--- config.mk ---
export PLATFORM = sky130hd
export DESIGN_NAME = acc_sequencer
export DESIGN_NICKNAME = d
export VERILOG_FILES = /design/src/rtl/acc_sequencer.sv
export SDC_FILE = /design/constraint.sdc
export NUM_CORES = 1
export LEC_CHECK = 0
export CORE_ASPECT_RATIO = 0.75
export CORE_MARGIN = 2
export CORE_UTILIZATION = 39
export CTS_CLUSTER_DIAMETER = 30
export CTS_CLUSTER_SIZE = 14
export DETAILED_ROUTE_END_ITERATION = 8
export PLACE_DENSITY = 0.83
export SYNTH_ARGS = -nofsm -noshare
export SYNTH_HDL_FRONTEND = slang
export SYNTH_SLANG_ARGS = --single-unit
--- constraint.sdc ---
create_clock -name clk -period 1.7 [get_ports clk]
set_clock_uncertainty 0.2 [all_clocks]
set_input_delay 0.34 -clock clk [delete_from_list [all_inputs] [get_ports clk]]
set_output_delay 0.34 -clock clk [all_outputs]
set_load 0.05 [all_outputs]
--- src/rtl/acc_sequencer.sv ---
// acc_sequencer: fetch/execute sequencer for a tiny accumulator machine.
// It fetches 8-bit instructions from a 16-entry instruction memory over a
// req/ack handshake and executes each in a single cycle. The arithmetic
// itself is done by an external combinational ALU. The sequencer owns acc,
// pc, the instruction register and the retired-instruction counter.
module acc_sequencer (
   input  logic       clk,
   input  logic       rst_n,
   input  logic       run,
   output logic       imem_req,
   output logic [3:0] imem_addr,
   input  logic       imem_ack,
   input  logic [7:0] imem_data,
   output logic [3:0] alu_opcode,
   output logic [3:0] alu_operand,
   output logic [7:0] alu_acc,
   input  logic [7:0] alu_result,
   output logic [7:0] acc,
   output logic [3:0] pc,
   output logic       busy,
   output logic       halted,
   output logic [7:0] retired
);

   typedef enum logic [1:0] {
      ST_IDLE   = 2'd0,
      ST_FETCH  = 2'd1,
      ST_EXEC   = 2'd2,
      ST_HALTED = 2'd3
   } state_t;

   localparam logic [3:0] OP_JMP  = 4'h4;
   localparam logic [3:0] OP_HALT = 4'hF;

   state_t     state_r;
   logic [7:0] acc_r;
   logic [7:0] ir_r;
   logic [7:0] retired_r;
   logic [3:0] pc_r;
   logic       imem_req_r;
   logic       busy_r;
   logic       halted_r;

   logic       run_prev_r;
   logic       run_armed_r;
   logic       run_rise_s;
   logic [3:0] pc_inc_s;

   // A run edge only counts once run has been seen low after reset, so a
   // run level held across reset release cannot start the machine.
   assign run_rise_s = run & ~run_prev_r & run_armed_r;
   assign pc_inc_s   = pc_r + 4'd1;

   assign imem_req    = imem_req_r;
   assign imem_addr   = pc_r;
   assign alu_opcode  = ir_r[7:4];
   assign alu_operand = ir_r[3:0];
   assign alu_acc     = acc_r;
   assign acc         = acc_r;
   assign pc          = pc_r;
   assign busy        = busy_r;
   assign halted      = halted_r;
   assign retired     = retired_r;

   // Run edge history: previous-cycle run level plus the "seen low" arm flag.
   always_ff @(posedge clk or negedge rst_n) begin
      if (!rst_n) begin
         run_prev_r  <= 1'b0;
         run_armed_r <= 1'b0;
      end else begin
         run_prev_r  <= run;
         run_armed_r <= run_armed_r | ~run;
      end
   end

   // Main sequencer FSM; status outputs are registered alongside the state.
   always_ff @(posedge clk or negedge rst_n) begin
      if (!rst_n) begin
         state_r    <= ST_IDLE;
         acc_r      <= 8'h00;
         pc_r       <= 4'h0;
         ir_r       <= 8'h00;
         retired_r  <= 8'h00;
         imem_req_r <= 1'b0;
         busy_r     <= 1'b0;
         halted_r   <= 1'b0;
      end else begin
         case (state_r)
            ST_IDLE: begin
               if (run_rise_s) begin
                  state_r    <= ST_FETCH;
                  imem_req_r <= 1'b1;
                  busy_r     <= 1'b1;
               end
            end
            ST_FETCH: begin
               // pc is untouched here, so the fetch address stays stable
               // for as long as the memory keeps us waiting.
               if (imem_ack) begin
                  ir_r       <= imem_data;
                  state_r    <= ST_EXEC;
                  imem_req_r <= 1'b0;
               end
            end
            ST_EXEC: begin
               retired_r <= retired_r + 8'd1;
               case (ir_r[7:4])
                  4'h0, 4'h1, 4'h2, 4'h3: begin
                     acc_r      <= alu_result;
                     pc_r       <= pc_inc_s;
                     state_r    <= ST_FETCH;
                     imem_req_r <= 1'b1;
                  end
                  OP_JMP: begin
                     pc_r       <= ir_r[3:0];
                     state_r    <= ST_FETCH;
                     imem_req_r <= 1'b1;
                  end
                  OP_HALT: begin
                     pc_r     <= pc_inc_s;
                     state_r  <= ST_HALTED;
                     busy_r   <= 1'b0;
                     halted_r <= 1'b1;
                  end
                  default: begin
                     pc_r       <= pc_inc_s;
                     state_r    <= ST_FETCH;
                     imem_req_r <= 1'b1;
                  end
               endcase
            end
            ST_HALTED: begin
               if (run_rise_s) begin
                  state_r    <= ST_FETCH;
                  imem_req_r <= 1'b1;
                  busy_r     <= 1'b1;
                  halted_r   <= 1'b0;
               end
            end
            default: begin
               state_r    <= ST_IDLE;
               imem_req_r <= 1'b0;
               busy_r     <= 1'b0;
               halted_r   <= 1'b0;
            end
         endcase
      end
   end

endmodule

# After elaboration in Yosys (flattened, before gate mapping)
# Index checks and enable logic that the tools add are counted.
[word_totals]
regBits = 35
latchBits = 0
ram_bits = 0
romBits = 0
inputBits = 20
out_inout_bits = 43
word_cells = 56
mem_count = 0
[classes]
add_sub_neg = 2
mul = 0
n_div = 0
order_cmp = 0
n_eq_ne = 13
shift = 0
n_mux = 14
n_bitwise = 5
reduce_logical = 12
[ops]
columns = ["operator", "n"]
rows = [
  ["3-bit AND reduction", 3],
  ["8-bit by 1-bit adder with 8-bit output, second input constant", 1],
  ["4-bit by 2-bit equality test with 1-bit output, second input constant", 2],
  ["1-bit two-way mux", 6],
  ["2-bit two-way mux", 3],
  ["2-bit inequality test, second input constant", 3],
  ["2-bit one-hot mux with 3 select lines", 1],
  ["2-bit AND reduction", 3],
  ["4-bit by 1-bit adder with 4-bit output, second input constant", 1],
  ["2-bit equality test, second input constant", 2],
  ["4-bit by 1-bit equality test with 1-bit output, second input constant", 1],
  ["4-bit by 3-bit equality test with 1-bit output, second input constant", 1],
  ["4-bit equality test, second input constant", 1],
  ["4-bit zero test", 1],
  ["4-bit two-way mux", 1],
  ["2-bit by 1-bit inequality test with 1-bit output, second input constant", 2],
  ["1-bit one-hot mux with 2 select lines", 2],
  ["2-bit nonzero test", 2],
  ["4-bit OR reduction", 1],
  ["1-bit one-hot mux with 3 select lines", 1],
  ["1-bit AND", 2],
  ["2-bit by 1-bit equality test with 1-bit output, second input constant", 1],
  ["2-bit zero test", 1],
  ["1-bit NOT", 2],
  ["other kinds (2)", 2],
]

# Longest topological paths before layout
[depth]
word_depth = 5
mapped_depth = 6
depth_no_buf = 5

# Worst setup path before layout
# Ideal clock, no wire load.
[synth_timing]
kind = "register to register"
startpoint = "register ir_r[7]"
endpoint = "register state_r[1]"
setup_time_ns = 0.087
t_arrival_ns = 1.562
required_time_ns = 1.413
setup_slack_ns = -0.148
stages_incl_launch_ff = 4
n_path_buf = 0
period_less_slack_ns = 1.848
path_cell_list = "dfrtp_1 nand4_2 or4_1 o211ai_1"
[synth_between]
elab_chain_len = 3
[synth_lines]
columns = ["element", "line", "text"]
rows = [
  ["start: declaration", "37", "logic [7:0] ir_r;"],
  ["start signal: assignment", "100", "ir_r <= imem_data;"],
  ["4-bit equality test", "107", "case (ir_r[7:4])"],
  ["2-bit two-way mux", "107", ""],
  ["2-bit one-hot mux with 3 select lines", "88", "case (state_r)"],
  ["end signal: assignment", "91", "state_r <= ST_FETCH;"],
  ["end signal: assignment", "111", "state_r <= ST_FETCH;"],
  ["end signal: assignment", "116", "state_r <= ST_FETCH;"],
  ["end: declaration", "35", "state_t state_r;"],
]
# No other way between the ends.
# A chain may end at the register's enable or synchronous reset.

# Worst setup path after layout
[layout_timing]
startpoint = "register state_r[0]"
endpoint = "register state_r[1]"
[layout_between]
elab_chain_len = 4
word_cells_on_any_way = 9
cone_classes = "5 x eq/ne; 1 x mux; 3 x reduce/logical"
[layout_lines]
columns = ["element", "line", "text"]
rows = [
  ["start signal: assignment", "79", "state_r <= ST_IDLE;"],
  ["start signal: assignment", "91", ""],
  ["start signal: assignment", "101", "state_r <= ST_EXEC;"],
  ["2-bit equality test / 2-bit zero test (equally long branches)", "88", ""],
  ["2-bit OR reduction (no line)", "-", ""],
  ["2-bit by 1-bit inequality test with 1-bit output (no line)", "-", ""],
  ["2-bit AND reduction (no line)", "-", ""],
]
# Parallel ways exist; a longest one is shown, timed or not.

==> results.sh <==
export IMPL_finish_utilization_pct=73.86
export IMPL_outcome="finished clean"
export IMPL_drt_pass1_iterations=4
export IMPL_vias=1241
export IMPL_setup_viol=0
export IMPL_cp_end_kind="register"
export IMPL_cts_buffer_depth=2
export IMPL_die_h_um=60.34
export IMPL_clkSinkCount=35
export IMPL_max_stage_delay_ps=400
export IMPL_drt_iter0_drc=57
export IMPL_period_share_pct=96.99
export IMPL_dp_cells=248
export IMPL_numCtsBuffers=5
export IMPL_syn_area_sq_um=1650
export IMPL_final_cell_mix="buf_12 (46), dfrtp_1 (30), clkdlybuf4s50_1 (18), mux2_2 (9)"
export IMPL_synth_ff_type="dfrtp_1"
export IMPL_min_path_type="reg2reg"
export IMPL_drv_slew=0
export IMPL_cap_viol_max_count=0
export IMPL_layout_drive_gt1_share_pct=47.55
export IMPL_synth_fp_nets=159
export IMPL_ys_seq_area_share_pct=53.07
export IMPL_start_kind="register"
export IMPL_post_drt_wl_per_cell_um=14.93
export IMPL_grt_busiest_layer="met2"
export IMPL_area_growth_pct=81.43
export IMPL_antenna_found_initial=0
export IMPL_synth_seq_cells=35
export IMPL_worstSetupPathType="reg2reg"
export IMPL_hpwl_um=2840
export IMPL_slew_headroom_pct=68.82
export IMPL_cts_root_buf="clkbuf_8"
export IMPL_gr_total_overflow=0
export IMPL_path_cells="buf_4, ha_4, nor2b_2, or4_1, o211ai_1"
export IMPL_synth_edf_count=0
export IMPL_worstMarginPinSlew_ps=467.8
export IMPL_fin_cells=259
export IMPL_io_buffers=62
export IMPL_fp_dieW_um=79.12
export IMPL_fmax_ghz=0.6065
export IMPL_synth_cells=134
export IMPL_cp_max_fo=4
export IMPL_io_pins=63
export IMPL_yosysWarnings=0
export IMPL_rsz0062_at_grt="yes"
export IMPL_coreArea_sq_um=4054
export IMPL_insertion_delay_ps=290
export IMPL_wl_um=3867
export IMPL_gr_usage_met2_pct=28.45
export IMPL_fill_cells=255
export IMPL_final_nets=228
export IMPL_avgSynthCellArea_sq_um=12.32
export IMPL_synth_cell_types=33
export IMPL_via_per_inst=4.792
export IMPL_diodes=0
export IMPL_gp_congestion=0.7670
export IMPL_cts_tree="yes"
export IMPL_critPathArrivalTime_ps=1650
export IMPL_finalHoldViolCount=0
export IMPL_cts_htree_levels=2
export IMPL_grt_total_usage_pct=17.63
export IMPL_grt_max_degree=20
export IMPL_layout_commonest_cell="buf_12"
export IMPL_ant_nets=0
export IMPL_met1_usage_pct=22.65
export IMPL_worstPathRequired_ps=1710
export IMPL_crit_slowest_cell="or4_1"
export IMPL_die_area_sq_um=4773
export IMPL_async_flop_share_pct=100.0
export IMPL_clkTransAtPathRegs_ps=70
export IMPL_fp_row_count=20
export IMPL_period_needed_ps=1649
export IMPL_drt_drc_violations_left=0
export IMPL_grt_pass1_vias=1276
export IMPL_grt_pass1_wl_um=6313
export IMPL_start_util_pct=40.71
export IMPL_use_met3_pct=6.250
## final timing paths
check                       startpoint           to  slack (ps)  depth (start not counted)
setup / recovery            state_r[0]   state_r[1]          50                          5
hold / removal             run_armed_r  run_armed_r         300                          1
setup reg to reg            state_r[0]   state_r[1]          50                          5
hold reg to reg            run_armed_r  run_armed_r         300                          1
max in group asynchronous        rst_n      ir_r[4]         480                          3
min in group asynchronous        rst_n   retired[6]         330                          2
## worst max-delay path: cells and delay by family, from the launching register on
kind	cells	cell delay [ps]
AND/OR/NAND/NOR	2	570
AO/OA/AOI/OAI	1	100
flip-flops	1	390
buffers and inverters	1	150
adder cells (fa/ha/maj)	1	170
## area by class of cell
class	instances	area, sq um	share of cell area [%]
Inverter	7	28.78	0.9611
Clock buffer	8	100.1	3.343
Tap cell	55	68.82	2.298
Multi-Input combinational cell	78	715.7	23.90
Sequential cell	35	882.1	29.46
Timing Repair Buffer	76	1199	40.03
## state kept, by name, summed over array words and instances, names as in the netlist
| signal | flops |
|---|---|
| run_prev_r | 1 |
| run_armed_r | 1 |
| state_r | 2 |
| imem_addr | 4 |
| ir_r | 8 |
| halted | 1 |
| busy | 1 |
| acc | 8 |
| retired | 8 |
| imem_req | 1 |
## synthesized netlist by cell type (all sizes together) (2+ instances only)
master | number | area (sq um)
a21o | 2 | 15.01
xnor2 | 3 | 26.28
nand4 | 4 | 31.28
nor2 | 4 | 15.01
buf | 13 | 97.59
mux2 | 17 | 191.4
a21oi | 6 | 30.03
ha | 5 | 62.56
inv | 7 | 26.28
dfrtp | 35 | 875.8
a22oi | 2 | 15.01
xor2 | 4 | 35.03
mux2i | 5 | 50.05
nor3 | 2 | 15.01
o21ai | 3 | 15.01
nand2 | 7 | 26.28
## logic make-up after synthesis
kind of cell | count (synthesis) | synth area share [%]
AOI/OAI and AO/OA | 19 | 7.354
xor gates and xnor gates | 7 | 3.715
adders and majority gates | 5 | 3.791
buffers and inverters | 21 | 7.733
DFF | 35 | 53.07
muxes | 22 | 14.63
and+or+nand+nor | 25 | 9.705
## metrics by stage
step	instance area, sq um	hold slack, ps	setup TNS (ps)	setup WS [ps]
2_1_floorplan	1665	-155.6	-163.0	-23.28
3_5_place_dp	2799	117.6	-776.2	-116.8
4_1_cts	2912	299.8	0	0.2858
3_3_place_gp	2799	105.4	-589.6	-102.2
6_report	2994	299.0	0	51.21
5_1_grt	2994	316.9	-14.85	-10.88
## metal layers
metal  wire length (um)  vias up
li1                   -      592
met1               1627      600
met2               1924       42
met3                263        7
met4                 52        0
met5                  0        -
## repair_timing
item / in CTS / in global routing
hold buffers: 1 / 0
buffers inserted: 0 / 2
endpoints found under the setup margin: 8 / 13
pin swaps: 0 / 3
hold endpoints to repair: 16 / 0
resized for setup: 1 / 18
Power is not shown: default switching activity piles up to over one toggle a cycle in this logic, so the estimate is an artifact.
